--- src/rtl/sram_rd_pipe.sv ---
// RD_LAT-deep {valid, err, data} delay line; data stages load only on valid so the output holds.
module sram_rd_pipe #(
  parameter int unsigned DWIDTH = 32,
  parameter int unsigned RD_LAT = 1
) (
  input  logic              clk,
  input  logic              rst,
  input  logic              i_valid,
  input  logic              i_err,
  input  logic [DWIDTH-1:0] i_data,
  output logic              o_valid,
  output logic              o_err,
  output logic [DWIDTH-1:0] o_data
);

  logic              r_valid [RD_LAT];
  logic              r_err   [RD_LAT];
  logic [DWIDTH-1:0] r_data  [RD_LAT];

  always_ff @(posedge clk) begin
    if (rst) begin
      for (int unsigned i = 0; i < RD_LAT; i++) begin
        r_valid[i] <= 1'b0;
        r_err[i]   <= 1'b0;
        r_data[i]  <= '0;
      end
    end else begin
      r_valid[0] <= i_valid;
      r_err[0]   <= i_valid & i_err;
      if (i_valid) begin
        r_data[0] <= i_data;
      end
      for (int unsigned i = 1; i < RD_LAT; i++) begin
        r_valid[i] <= r_valid[i-1];
        r_err[i]   <= r_err[i-1];
        if (r_valid[i-1]) begin
          r_data[i] <= r_data[i-1];
        end
      end
    end
  end

  assign o_valid = r_valid[RD_LAT-1];
  assign o_err   = r_err[RD_LAT-1];
  assign o_data  = r_data[RD_LAT-1];

endmodule

--- config.mk ---
export PLATFORM = sky130hd
export DESIGN_NAME = sram_rd_pipe
export DESIGN_NICKNAME = d
export VERILOG_FILES = /design/src/rtl/sram_rd_pipe.sv
export SDC_FILE = /design/constraint.sdc
export NUM_CORES = 1
export LEC_CHECK = 0
export CORE_MARGIN = 2
export CORE_UTILIZATION = 35
export DETAILED_ROUTE_END_ITERATION = 16
export GPL_TIMING_DRIVEN = 0
export PLACE_DENSITY = 0.82
export SYNTH_ARGS = -nofsm -noshare
export SYNTH_HDL_FRONTEND = slang
export SYNTH_SLANG_ARGS = --single-unit
--- constraint.sdc ---
create_clock -name clk -period 1.4 [get_ports clk]
set_clock_uncertainty 0.15 [all_clocks]
set_input_delay 0.28 -clock clk [delete_from_list [all_inputs] [get_ports clk]]
set_output_delay 0.28 -clock clk [all_outputs]
set_load 0.05 [all_outputs]
# Word-level counts from Yosys, hierarchy flattened
# Memories as Yosys holds them, arrays and structs flattened.
# Cells that the tools add are included.
[totals]
register_bits = 0
memories = 3
mem_bits_rw = 34
output_inout_bits = 34
in_bits = 36
[classes]
reduce_logical = 3
n_mux = 12
n_bitwise = 1
[mem_list]
columns = ["name", "depth", "word_bits", "read_ports", "rd_ports_with_merged_regs", "wr", "line", "text"]
rows = [
  ["r_data", 1, 32, 1, 0, 1, "18", "logic [DWIDTH-1:0] r_data [RD_LAT];"],
  ["r_err", 1, 1, 1, 0, 1, "17", "logic r_err [RD_LAT];"],
  ["r_valid", 1, 1, 1, 0, 1, "16", "logic r_valid [RD_LAT];"],
]
[op_table]
columns = ["cell", "n"]
rows = [
  ["32-bit 2-to-1 mux", 1],
  ["32-bit OR reduction", 1],
  ["1-bit 2-to-1 mux", 11],
  ["1-bit OR reduction", 2],
  ["1-bit bitwise AND", 1],
]

# Longest topological paths before layout
[depth]
word_depth = 5
depth_mapped = 2

# Least setup slack after synthesis
# OpenSTA, ideal clock, no wires.
[synth_path]
path_kind = "in2reg"
start = "input rst"
end = "memory r_data[0][0] (enable)"
path_slack_ps = -8
arrival_ps = 883
stages = 2
path_buffers = 1
path_cell_list = "buf_2 -> or2_2"
[synth_via]
elab_chain_len = 4
elab_cells_between_ends = 6
[synth_rtl]
columns = ["item", "line", "text"]
rows = [
  ["from (decl)", "7", "input logic rst,"],
  ["1-bit 2-to-1 mux", "21", "if (rst) begin"],
  ["1-bit 2-to-1 mux (implied by the code)", "31", "r_data[0] <= i_data;"],
  ["32-bit OR reduction (no source line)", "n/a", ""],
  ["1-bit 2-to-1 mux (no source line) (*)", "n/a", ""],
  ["to (decl)", "18", ""],
]
# Mark *: on every way between the ends. The rest lies on a longest branch, timed or not.

# Final worst setup path
[layout_path]
start = "memory r_data[0][6]"
end = "output o_data[6]"
[layout_via]
elab_chain_len = 1
[layout_rtl]
columns = ["item", "line", "text"]
rows = [
  ["memory 1 x 32 bit", "n/a", ""],
  ["to (decl)", "13", "output logic [DWIDTH-1:0] o_data"],
]
# No other way between the ends.

==> results.json <==
{
  "setup_violations": 0,
  "crit_buf_inv": 1,
  "hold-path-endpoint": "r_err[0]",
  "dp_slack_ns": -0.6229,
  "setup_slack_ns": 0.09543,
  "grt_busiest_layer": "met2",
  "grt_usage_pct": 14.44,
  "start_util_pct": 36.84,
  "slowest_delay_ns": 0.37,
  "p_per_area_mw_per_mm2": 1184,
  "drtAntennaViolNets": 0,
  "dieArea_sq_mm": 0.004427,
  "num_rows": 22,
  "cp_cell_sequence": "buf_2",
  "num_vias": 933,
  "viasPerCell": 4.596,
  "path_clk_slew_ns": 0.07,
  "path_max_fanout": 1,
  "min_path_type": "primary input to register",
  "synthesis.nets": 111,
  "cts.htree.levels": 2,
  "wire_per_inst_um": 14.50,
  "crit_arrival_ns": 0.87,
  "fmax_ghz": 0.7665,
  "synth_cells": 75,
  "crit_required_ns": 0.97,
  "cts_root_buffer": "clkbuf_8",
  "drv_cap": 0,
  "fill_cells": 326,
  "seq_area_frac_synth_pct": 73.13,
  "grt-ovfl-total": 0,
  "grtUsageMet3_pct": 7.432,
  "finalCritPeriodShare_pct": 93.18,
  "crit_path_end_kind": "output pin",
  "yosysTopAreaCellShare_pct": 70.20,
  "netlist_top_cells_area": "edfxtp_1, and3b_2, dfxtp_1",
  "fp.dieW_um": 66.54,
  "io_pins": 70,
  "die_h_um": 66.54,
  "ir_worst_vdd_mv": 0.6329,
  "cp_slowest_cell": "edfxtp_1",
  "cts_num_sinks": 34,
  "routed_wl_um": 2943,
  "core_area_sq_mm": 0.003716,
  "nets": 190,
  "netlist_area_sq_mm": 0.001369,
  "final_core_util_pct": 55.39,
  "place_hpwl_um": 2097,
  "synth_cell_types": 8,
  "grt_start_max_net_pins": 14,
  "postCtsHoldBufs": 0,
  "clk_path_buf_depth": 2,
  "globalRouteMet2Util_pct": 26.75,
  "cts_setup_buffers": 0,
  "drt_first_pass_iters": 4,
  "worstMarginPinSlew_ns": 0.3281,
  "hold_depth": 2,
  "cts_tree": "yes",
  "area_growth_pct": 50.37,
  "antenna_found_initial": 0,
  "grt_first_pass_wirelength_um": 4436,
  "slew_viol_final": 0,
  "io_buffer_count": 69,
  "drt_iter0_drc": 20,
  "grt_use_met1_pct": 13.21,
  "leakage_nw": 0.9546,
  "ys_seq_elements": 34,
  "hold_viol_final": 0,
  "finalSetupTns_ns": 0,
  "worstSetupPathType": "register to output pin",
  "relSlewSlack_pct": 78.13,
  "critPathLaunchType": "register",
  "rsz0062_at_grt": "no",
  "final_cells": 203,
  "drive_gt1_share_pct": 50.32,
  "synth_top_area_cell": "edfxtp_1",
  "whs_ns": 0.4006,
  "ys_warn_count": 0,
  "drc": 0,
  "min_period_ns": 1.305,
  "numCtsBuffers": 5,
  "status": "finished, final reports clean",
  "diodes": 0,
  "syn_area_per_cell_sq_um": 18.25,
  "gp_congestion": 0.6643,
  "crit_family": "flip-flops",
  "first_global_vias": 927,
  "dp_cells": 192,
  "min_from": "rst"
}
worst max-delay path by stage:
| stage | cells past startpoint | end | slack [ns] | from |
|---|---|---|---|---|
| 3_5_place_dp | 3 | r_data[0][18] | -0.62 | rst |
| 5_1_grt | 1 | o_data[22] | 0.04 | r_data[0][22] |
| 6_report | 1 | o_data[6] | 0.1 | r_data[0][6] |
| 2_1_floorplan | 2 | r_data[0][0] | 0.17 | rst |
| 4_1_cts | 1 | o_data[29] | -0.05 | r_data[0][29] |
| 3_3_place_gp | 3 | r_data[0][18] | -0.60 | rst |
logic make-up (layout without fill, tap and decap cells):
group | count (synthesis) | in the layout | share of synthesized area (%)
flip-flops | 34 | 34 | 73.13
buffers and inverters | 6 | 83 | 2.193
AND/OR/NAND/NOR | 35 | 38 | 24.68
through the flow:
stage / cell area [sq um] / total power [mW]
4_1_cts: 2077 / 2.474
6_report: 2058 / 2.437
3_5_place_dp: 2122 / 1.865
3_3_place_gp: 2122 / 1.854
2_1_floorplan: 1371 / 1.598
5_1_grt: 2058 / 2.537
flip-flops by register name, indices dropped and copies added (netlist names):
register and count:
r_err 1, r_valid 1, r_data 32
where the power goes:
part / leakage, nW / internal, mW / switching [mW]
Clock: 0.0395 / 0.353 / 0.314
Sequential: 0.361 / 1.20 / 0.0174
Combinational: 0.555 / 0.182 / 0.374
Total: 0.955 / 1.73 / 0.706
area by class of cell:
class	instances	area [sq um]	area share [%]
sequential	34	1001	48.63
timing repair buffer	69	518.0	25.17
multi-input combinational	38	366.6	17.81
clock buffer	8	80.08	3.891
tap	48	60.06	2.918
buffer	6	32.53	1.581
cells in the mapped netlist, drive strengths merged:
library cell  number
clkbuf             3
nor2b              1
buf                3
dfxtp              2
and3b             33
edfxtp            32
or2                1
layer usage:
metal  up-vias  part of all wire, %
met3         4                   10
li1        446                    -
met2        43                   55
met4         0                 0.99
met5         -                    0
met1       440                   33
cells in the final DEF, fill, tap and decap left out, drive strengths merged:
master | Yosys | final
buf | 3 | 37
or2 | 1 | 4
and3b | 33 | 33
nor2b | 1 | 1
dfxtp | 2 | 2
clkbuf | 3 | 11
clkdlybuf4s50 | 0 | 33
dlygate4sd2 | 0 | 2
edfxtp | 32 | 32
timing repair:
item | CTS | global route
resized for setup | 170 | 6
cloned | 3 | 0
endpoints found under the setup margin | 87 | 3
pin swaps | 2 | 0
Power figures use the tool's default switching activity.
